[config.mk]
export PLATFORM = sky130hd
export DESIGN_NAME = song_mem_ctrl
export DESIGN_NICKNAME = d
export VERILOG_FILES = /design/src/rtl/song_mem_ctrl_pkg.sv /design/src/rtl/song_mem_ctrl_len.sv /design/src/rtl/song_mem_ctrl.sv
export SDC_FILE = /design/constraint.sdc
export NUM_CORES = 1
export LEC_CHECK = 0
export CAP_MARGIN = 10
export CORE_ASPECT_RATIO = 1.2
export CORE_MARGIN = 5
export CORE_UTILIZATION = 50
export CTS_CLUSTER_DIAMETER = 100
export DETAILED_ROUTE_END_ITERATION = 8
export PLACE_DENSITY = 0.68
export SETUP_SLACK_MARGIN = 0.02
export SLEW_MARGIN = 5
export SYNTH_ARGS = -nofsm -noshare
export SYNTH_HDL_FRONTEND = slang
export SYNTH_SLANG_ARGS = --single-unit
[constraint.sdc]
create_clock -name clk -period 5.6 [get_ports clk]
set_clock_uncertainty 0.2 [all_clocks]
set_input_delay 1.12 -clock clk [delete_from_list [all_inputs] [get_ports clk]]
set_output_delay 1.12 -clock clk [all_outputs]
set_load 0.005 [all_outputs]
[src/rtl/song_mem_ctrl_pkg.sv]
// Shared definitions for the song memory controller: FSM encodings and
// default geometry of the song memory (16 regions of 2**REGION_W samples).
package song_mem_ctrl_pkg;
   localparam int REGION_W_DFLT = 15;
   localparam int DATA_W_DFLT   = 8;
   localparam int NUM_SONGS     = 16;
   localparam int SONG_W        = 4;

   typedef enum logic [1:0] {
      ST_IDLE   = 2'd0,
      ST_RUN    = 2'd1,
      ST_RDWAIT = 2'd2
   } state_t;
endpackage

[src/rtl/song_mem_ctrl_len.sv]
// Per-song length table: one write port, combinational read by song index.
// Reset restores every entry to a full region so unrecorded songs play whole.
module song_len_table
   import song_mem_ctrl_pkg::*;
#(
   parameter int REGION_W = REGION_W_DFLT
) (
   input  logic                clk,
   input  logic                reset,
   input  logic                i_we,
   input  logic [SONG_W-1:0]   i_wsel,
   input  logic [REGION_W:0]   i_wlen,
   input  logic [SONG_W-1:0]   i_rsel,
   output logic [REGION_W:0]   o_rlen
);
   localparam logic [REGION_W:0] FULL_LEN = {1'b1, {REGION_W{1'b0}}};

   logic [REGION_W:0] r_len [NUM_SONGS];

   always_ff @(posedge clk) begin
      if (reset) begin
         for (int i = 0; i < NUM_SONGS; i++) r_len[i] <= FULL_LEN;
      end else if (i_we) begin
         r_len[i_wsel] <= i_wlen;
      end
   end

   assign o_rlen = r_len[i_rsel];
endmodule

[src/rtl/song_mem_ctrl.sv]
// Sequences record/playback accesses into the song memory, one per AC97
// ready strobe, and pulses song_done at end of song or end of region.
module song_mem_ctrl
   import song_mem_ctrl_pkg::*;
#(
   parameter int REGION_W = REGION_W_DFLT,
   parameter int DATA_W   = DATA_W_DFLT,
   parameter int ADDR_W   = SONG_W + REGION_W
) (
   input  logic              clk,
   input  logic              reset,
   input  logic              ready,
   input  logic              record_mode,
   input  logic [SONG_W-1:0] song_choice,
   input  logic              start_song,
   input  logic              pause_song,
   input  logic [DATA_W-1:0] rec_sample,
   input  logic [DATA_W-1:0] mem_dout,
   output logic [ADDR_W-1:0] mem_addr,
   output logic              mem_we,
   output logic [DATA_W-1:0] mem_din,
   output logic [DATA_W-1:0] play_sample,
   output logic              song_done,
   output logic              busy
);
   // Offset carries one extra bit so offset+1 can equal a full-region length.
   localparam logic [REGION_W:0] LAST_OFF = {1'b0, {REGION_W{1'b1}}};

   state_t              r_state, w_state_nxt;
   logic                r_mode, w_mode_nxt;
   logic [SONG_W-1:0]   r_song, w_song_nxt;
   logic [REGION_W:0]   r_off, w_off_nxt, w_off_inc;
   logic [ADDR_W-1:0]   r_addr, w_addr_nxt;
   logic                r_we, w_we_nxt;
   logic [DATA_W-1:0]   r_din, w_din_nxt;
   logic [DATA_W-1:0]   r_play, w_play_nxt;
   logic                r_done, w_done_nxt;
   logic                w_len_we;
   logic [REGION_W:0]   w_len;

   song_len_table #(.REGION_W(REGION_W)) u_len (
      .clk    (clk),
      .reset  (reset),
      .i_we   (w_len_we),
      .i_wsel (r_song),
      .i_wlen (w_off_inc),
      .i_rsel (r_song),
      .o_rlen (w_len)
   );

   always_ff @(posedge clk) begin
      if (reset) begin
         r_state <= ST_IDLE;
         r_mode  <= 1'b0;
         r_song  <= '0;
         r_off   <= '0;
         r_addr  <= '0;
         r_we    <= 1'b0;
         r_din   <= '0;
         r_play  <= '0;
         r_done  <= 1'b0;
      end else begin
         r_state <= w_state_nxt;
         r_mode  <= w_mode_nxt;
         r_song  <= w_song_nxt;
         r_off   <= w_off_nxt;
         r_addr  <= w_addr_nxt;
         r_we    <= w_we_nxt;
         r_din   <= w_din_nxt;
         r_play  <= w_play_nxt;
         r_done  <= w_done_nxt;
      end
   end

   always_comb begin
      w_state_nxt = r_state;
      w_mode_nxt  = r_mode;
      w_song_nxt  = r_song;
      w_off_nxt   = r_off;
      w_addr_nxt  = r_addr;
      w_din_nxt   = r_din;
      w_play_nxt  = r_play;
      w_we_nxt    = 1'b0;
      w_done_nxt  = 1'b0;
      w_len_we    = 1'b0;
      w_off_inc   = r_off + 1'b1;

      // A start always wins, including over a coincident ready strobe.
      if (start_song) begin
         w_mode_nxt  = record_mode;
         w_song_nxt  = song_choice;
         w_off_nxt   = '0;
         w_state_nxt = ST_RUN;
      end else begin
         case (r_state)
            ST_IDLE: begin
               w_play_nxt = '0;
            end
            ST_RUN: begin
               if (pause_song) begin
                  w_play_nxt = '0;
               end else if (!r_mode && w_len == '0) begin
                  w_done_nxt  = 1'b1;
                  w_state_nxt = ST_IDLE;
               end else if (ready) begin
                  w_addr_nxt = {r_song, r_off[REGION_W-1:0]};
                  if (r_mode) begin
                     w_din_nxt = rec_sample;
                     w_we_nxt  = 1'b1;
                     w_len_we  = 1'b1;
                     w_off_nxt = w_off_inc;
                     if (r_off == LAST_OFF) begin
                        w_done_nxt  = 1'b1;
                        w_state_nxt = ST_IDLE;
                     end
                  end else begin
                     w_state_nxt = ST_RDWAIT;
                  end
               end
            end
            ST_RDWAIT: begin
               w_play_nxt = mem_dout;
               w_off_nxt  = w_off_inc;
               if (w_off_inc >= w_len) begin
                  w_done_nxt  = 1'b1;
                  w_state_nxt = ST_IDLE;
               end else begin
                  w_state_nxt = ST_RUN;
               end
            end
            default: w_state_nxt = ST_IDLE;
         endcase
      end
   end

   assign mem_addr    = r_addr;
   assign mem_we      = r_we;
   assign mem_din     = r_din;
   assign play_sample = r_play;
   assign song_done   = r_done;
   assign busy        = (r_state != ST_IDLE);
endmodule

==> impl_metrics.env <==
export IMPL_cts_hold_fix_buffers=0
export IMPL_report_final_hold_viol_count=0
export IMPL_drv_slew=0
export IMPL_r2r_slack_ns=1.30
export IMPL_grt_total_usage=0.2305
export IMPL_reg2reg_to="mem_addr[9]"
export IMPL_cts_resized_gates=0
export IMPL_hp_class="register to register"
export IMPL_synth_distinct_cells=45
export IMPL_arrival_ns=4.52
export IMPL_antenna_cells=0
export IMPL_required_ns=5.82
export IMPL_period_needed_ns=4.302
export IMPL_synth_main_ff_cell="edfxtp_1"
export IMPL_end_kind="register"
export IMPL_slew_headroom=0.3355
export IMPL_clk_pin_slew_worst_paths_ns=0.07
export IMPL_grt_overflow_total=0
export IMPL_rows=67
export IMPL_cts_root_buffer="clkbuf_16"
export IMPL_via_per_inst=5.828
export IMPL_area_delta_synth_final_pct=14.90
export IMPL_synthesis_nets=1115
export IMPL_grt_pass1_wl_um=54940
export IMPL_initial_core_util=0.5052
export IMPL_wire_per_inst_um=23.53
export IMPL_crit_fanout=24
export IMPL_timing_final_crit_share=0.7682
export IMPL_total_power_mw=5.138
export IMPL_routed_via_count=8928
export IMPL_synth_top_area_share=0.5451
export IMPL_final_nets=1175
export IMPL_p_per_area_mw_per_mm2=317.1
export IMPL_final_setup_tns_ns=0
export IMPL_netlist_area_sq_mm=0.01410
export IMPL_grt_pass1_vias=9095
export IMPL_synth_edf_count=256
export IMPL_reg2reg_depth=10
export IMPL_placedCellCount=1474
export IMPL_cts_buffers=31
export IMPL_drc=0
export IMPL_cts_setup_buffers=0
export IMPL_cts_tree="done"
export IMPL_synth_area_leaders="edfxtp_1, mux4_2, dfxtp_1"
export IMPL_drt_iter0_drc=918
export IMPL_clk_path_buf_depth=3
export IMPL_crit_type="register to register"
export IMPL_port_buffers=63
export IMPL_synth_largest_area_cell="edfxtp_1"
export IMPL_rsz0062_at_grt="false"
export IMPL_fin_util=0.5804
export IMPL_yosys_warnings=0
export IMPL_syn_inst=1069
export IMPL_die_area_sq_mm=0.03168
export IMPL_dr_pass1_iters=6
export IMPL_yosysMostFrequentCell="nor2_1"
export IMPL_cts_sinks=320
export IMPL_cp_slowest_stage_delay_ns=0.65
export IMPL_stdcell_count=1532
export IMPL_wirelength_um=36050
export IMPL_worstMarginPinSlew_ns=0.9954
export IMPL_core_area_sq_mm=0.02792
export IMPL_synthTopCellsByCount="nor2_1, edfxtp_1, dfxtp_1"
export IMPL_cp_endpoint="mem_addr[9]"
export IMPL_start_kind="register"
export IMPL_final_setup_viol_count=0
export IMPL_antenna_found_initial=0
export IMPL_ir_drop_mv=0.2513
export IMPL_maxCapViolCount=0
export IMPL_grt_max_degree=59
export IMPL_p_leak_nw=5.578
export IMPL_dpl_hpwl_um=24350
export IMPL_slowest_stage="dfxtp_4"
export IMPL_ant_nets=0
export IMPL_synth_seq_area_share=0.6360
export IMPL_syn_area_per_cell_sq_um=13.19
export IMPL_ioPinCount=64
export IMPL_ys_ff_latch=320
export IMPL_die_w_um=163.3
export IMPL_cts_max_level=1
export IMPL_path_common_cell="buf_4"
export IMPL_clkLatencyLatePin_ns=0.56
export IMPL_synth_async_reset_ratio=0
export IMPL_drive_gt1_frac=0.1396
export IMPL_die_height_um=194.0
export IMPL_timing_fmax_mhz=232.5
export IMPL_path_cells="buf_4 > mux4_2 > a22oi_1 > nand2_1 > nand4bb_1 > or4_4 > o2111ai_2 > buf_4 > mux2i_1 > nor2_1"
export IMPL_gp_congestion=0.9046
export IMPL_status="finished clean"
## registers in the layout (all words and copies together), names as in the netlist, named ones only
| signal | count |
|---|---|
| r_state | 2 |
| r_song | 4 |
| u_len.r_len | 256 |
| r_mode | 1 |
| r_off | 16 |
| mem_din | 8 |
| song_done | 1 |
| mem_we | 1 |
| mem_addr | 19 |
| play_sample | 8 |
## power by group
group / total (mW) / switching [mW] / internal (mW)
Clock: 2.16 / 0.893 / 1.27
Sequential: 2.68 / 0.0475 / 2.64
Combinational: 0.289 / 0.160 / 0.129
Total: 5.14 / 1.10 / 4.04
## worst min path at each step
| stage | from | endpoint | slack, ns | depth (start not counted) |
|---|---|---|---|---|
| CTS | mem_din[0] | mem_din[0] | 0.30 | 2 |
| global route | mem_addr[17] | mem_addr[17] | 0.32 | 2 |
| detailed placement | mem_addr[14] | mem_addr[14] | 0.29 | 2 |
| finish | mem_din[0] | mem_din[0] | 0.29 | 2 |
| floorplan | mem_din[0] | mem_din[0] | 0.29 | 2 |
| global placement | mem_din[4] | mem_din[4] | 0.28 | 2 |
## area by class of cell
type | count | area [sq um]
fillers | 2213 | 11710
flip-flops and latches | 320 | 8972
multi-input cells | 651 | 4669
clock buffers | 40 | 937.1
repair buffers | 103 | 925.9
well taps | 379 | 474.2
clock inverters | 17 | 141.4
inverters | 22 | 82.58
## cells by family (layout without fill, tap and decap cells)
| family | after synthesis | after routing | synth area share |
|---|---|---|---|
| flops | 320 | 320 | 0.6360 |
| xor+xnor | 28 | 28 | 0.01739 |
| compound gates | 62 | 62 | 0.03407 |
| fa+ha+maj | 20 | 20 | 0.01774 |
| buf+inv | 98 | 182 | 0.03345 |
| mux | 97 | 97 | 0.1275 |
| simple gates | 444 | 444 | 0.1339 |
## layer usage
metal	track usage	routed length [um]	vias up
li1	-	-	3968
met1	0.3041	13730	4411
met2	0.3826	17650	445
met3	0.03530	2914	104
met4	0.09664	1758	0
met5	0	0	-
## cell usage in the layout (no fill, tap or decap), types with 3 or more instances in the layout
| master | instances |
|---|---|
| xor2_1 | 14 |
| nand3_1 | 27 |
| o21ai_0 | 3 |
| mux4_1 | 7 |
| edfxtp_1 | 256 |
| clkdlybuf4s50_1 | 62 |
| xnor2_1 | 13 |
| mux4_2 | 57 |
| and2_1 | 3 |
| clkbuf_1 | 3 |
| inv_1 | 22 |
| nor2_2 | 6 |
| nand2_1 | 31 |
| nand4_1 | 11 |
| dfxtp_1 | 63 |
| mux2i_1 | 33 |
| ha_1 | 20 |
| nand2b_1 | 18 |
| buf_4 | 40 |
| a22o_1 | 28 |
| a21oi_1 | 6 |
| nor4_1 | 3 |
| nor3_1 | 3 |
| and3_1 | 4 |
| or3_1 | 3 |
| clkbuf_16 | 37 |
| a21o_1 | 7 |
| clkinv_1 | 3 |
| nor2_1 | 317 |
| nor2b_1 | 12 |
| clkinv_2 | 7 |
| a22oi_1 | 10 |
## worst max-delay path, delay by kind of cell, from the launching register on
kind	cells	cell delay [ns]
simple gates	4	0.96
mux	2	0.80
buf+inv	2	0.76
compound gates	2	0.76
flops	1	0.65
## stage by stage
step                      setup slack, ns  hold slack, ns  instance area (sq um)
final                               1.298          0.2922                  16200
after global routing                1.066          0.3204                  16200
after CTS                           1.305          0.2997                  16200
after detailed placement           0.7946          0.2877                  15120
after global placement             0.8980          0.2752                  15120
after floorplan                     1.957          0.2851                  14100
Note: power is estimated with default switching activity, not from simulation.
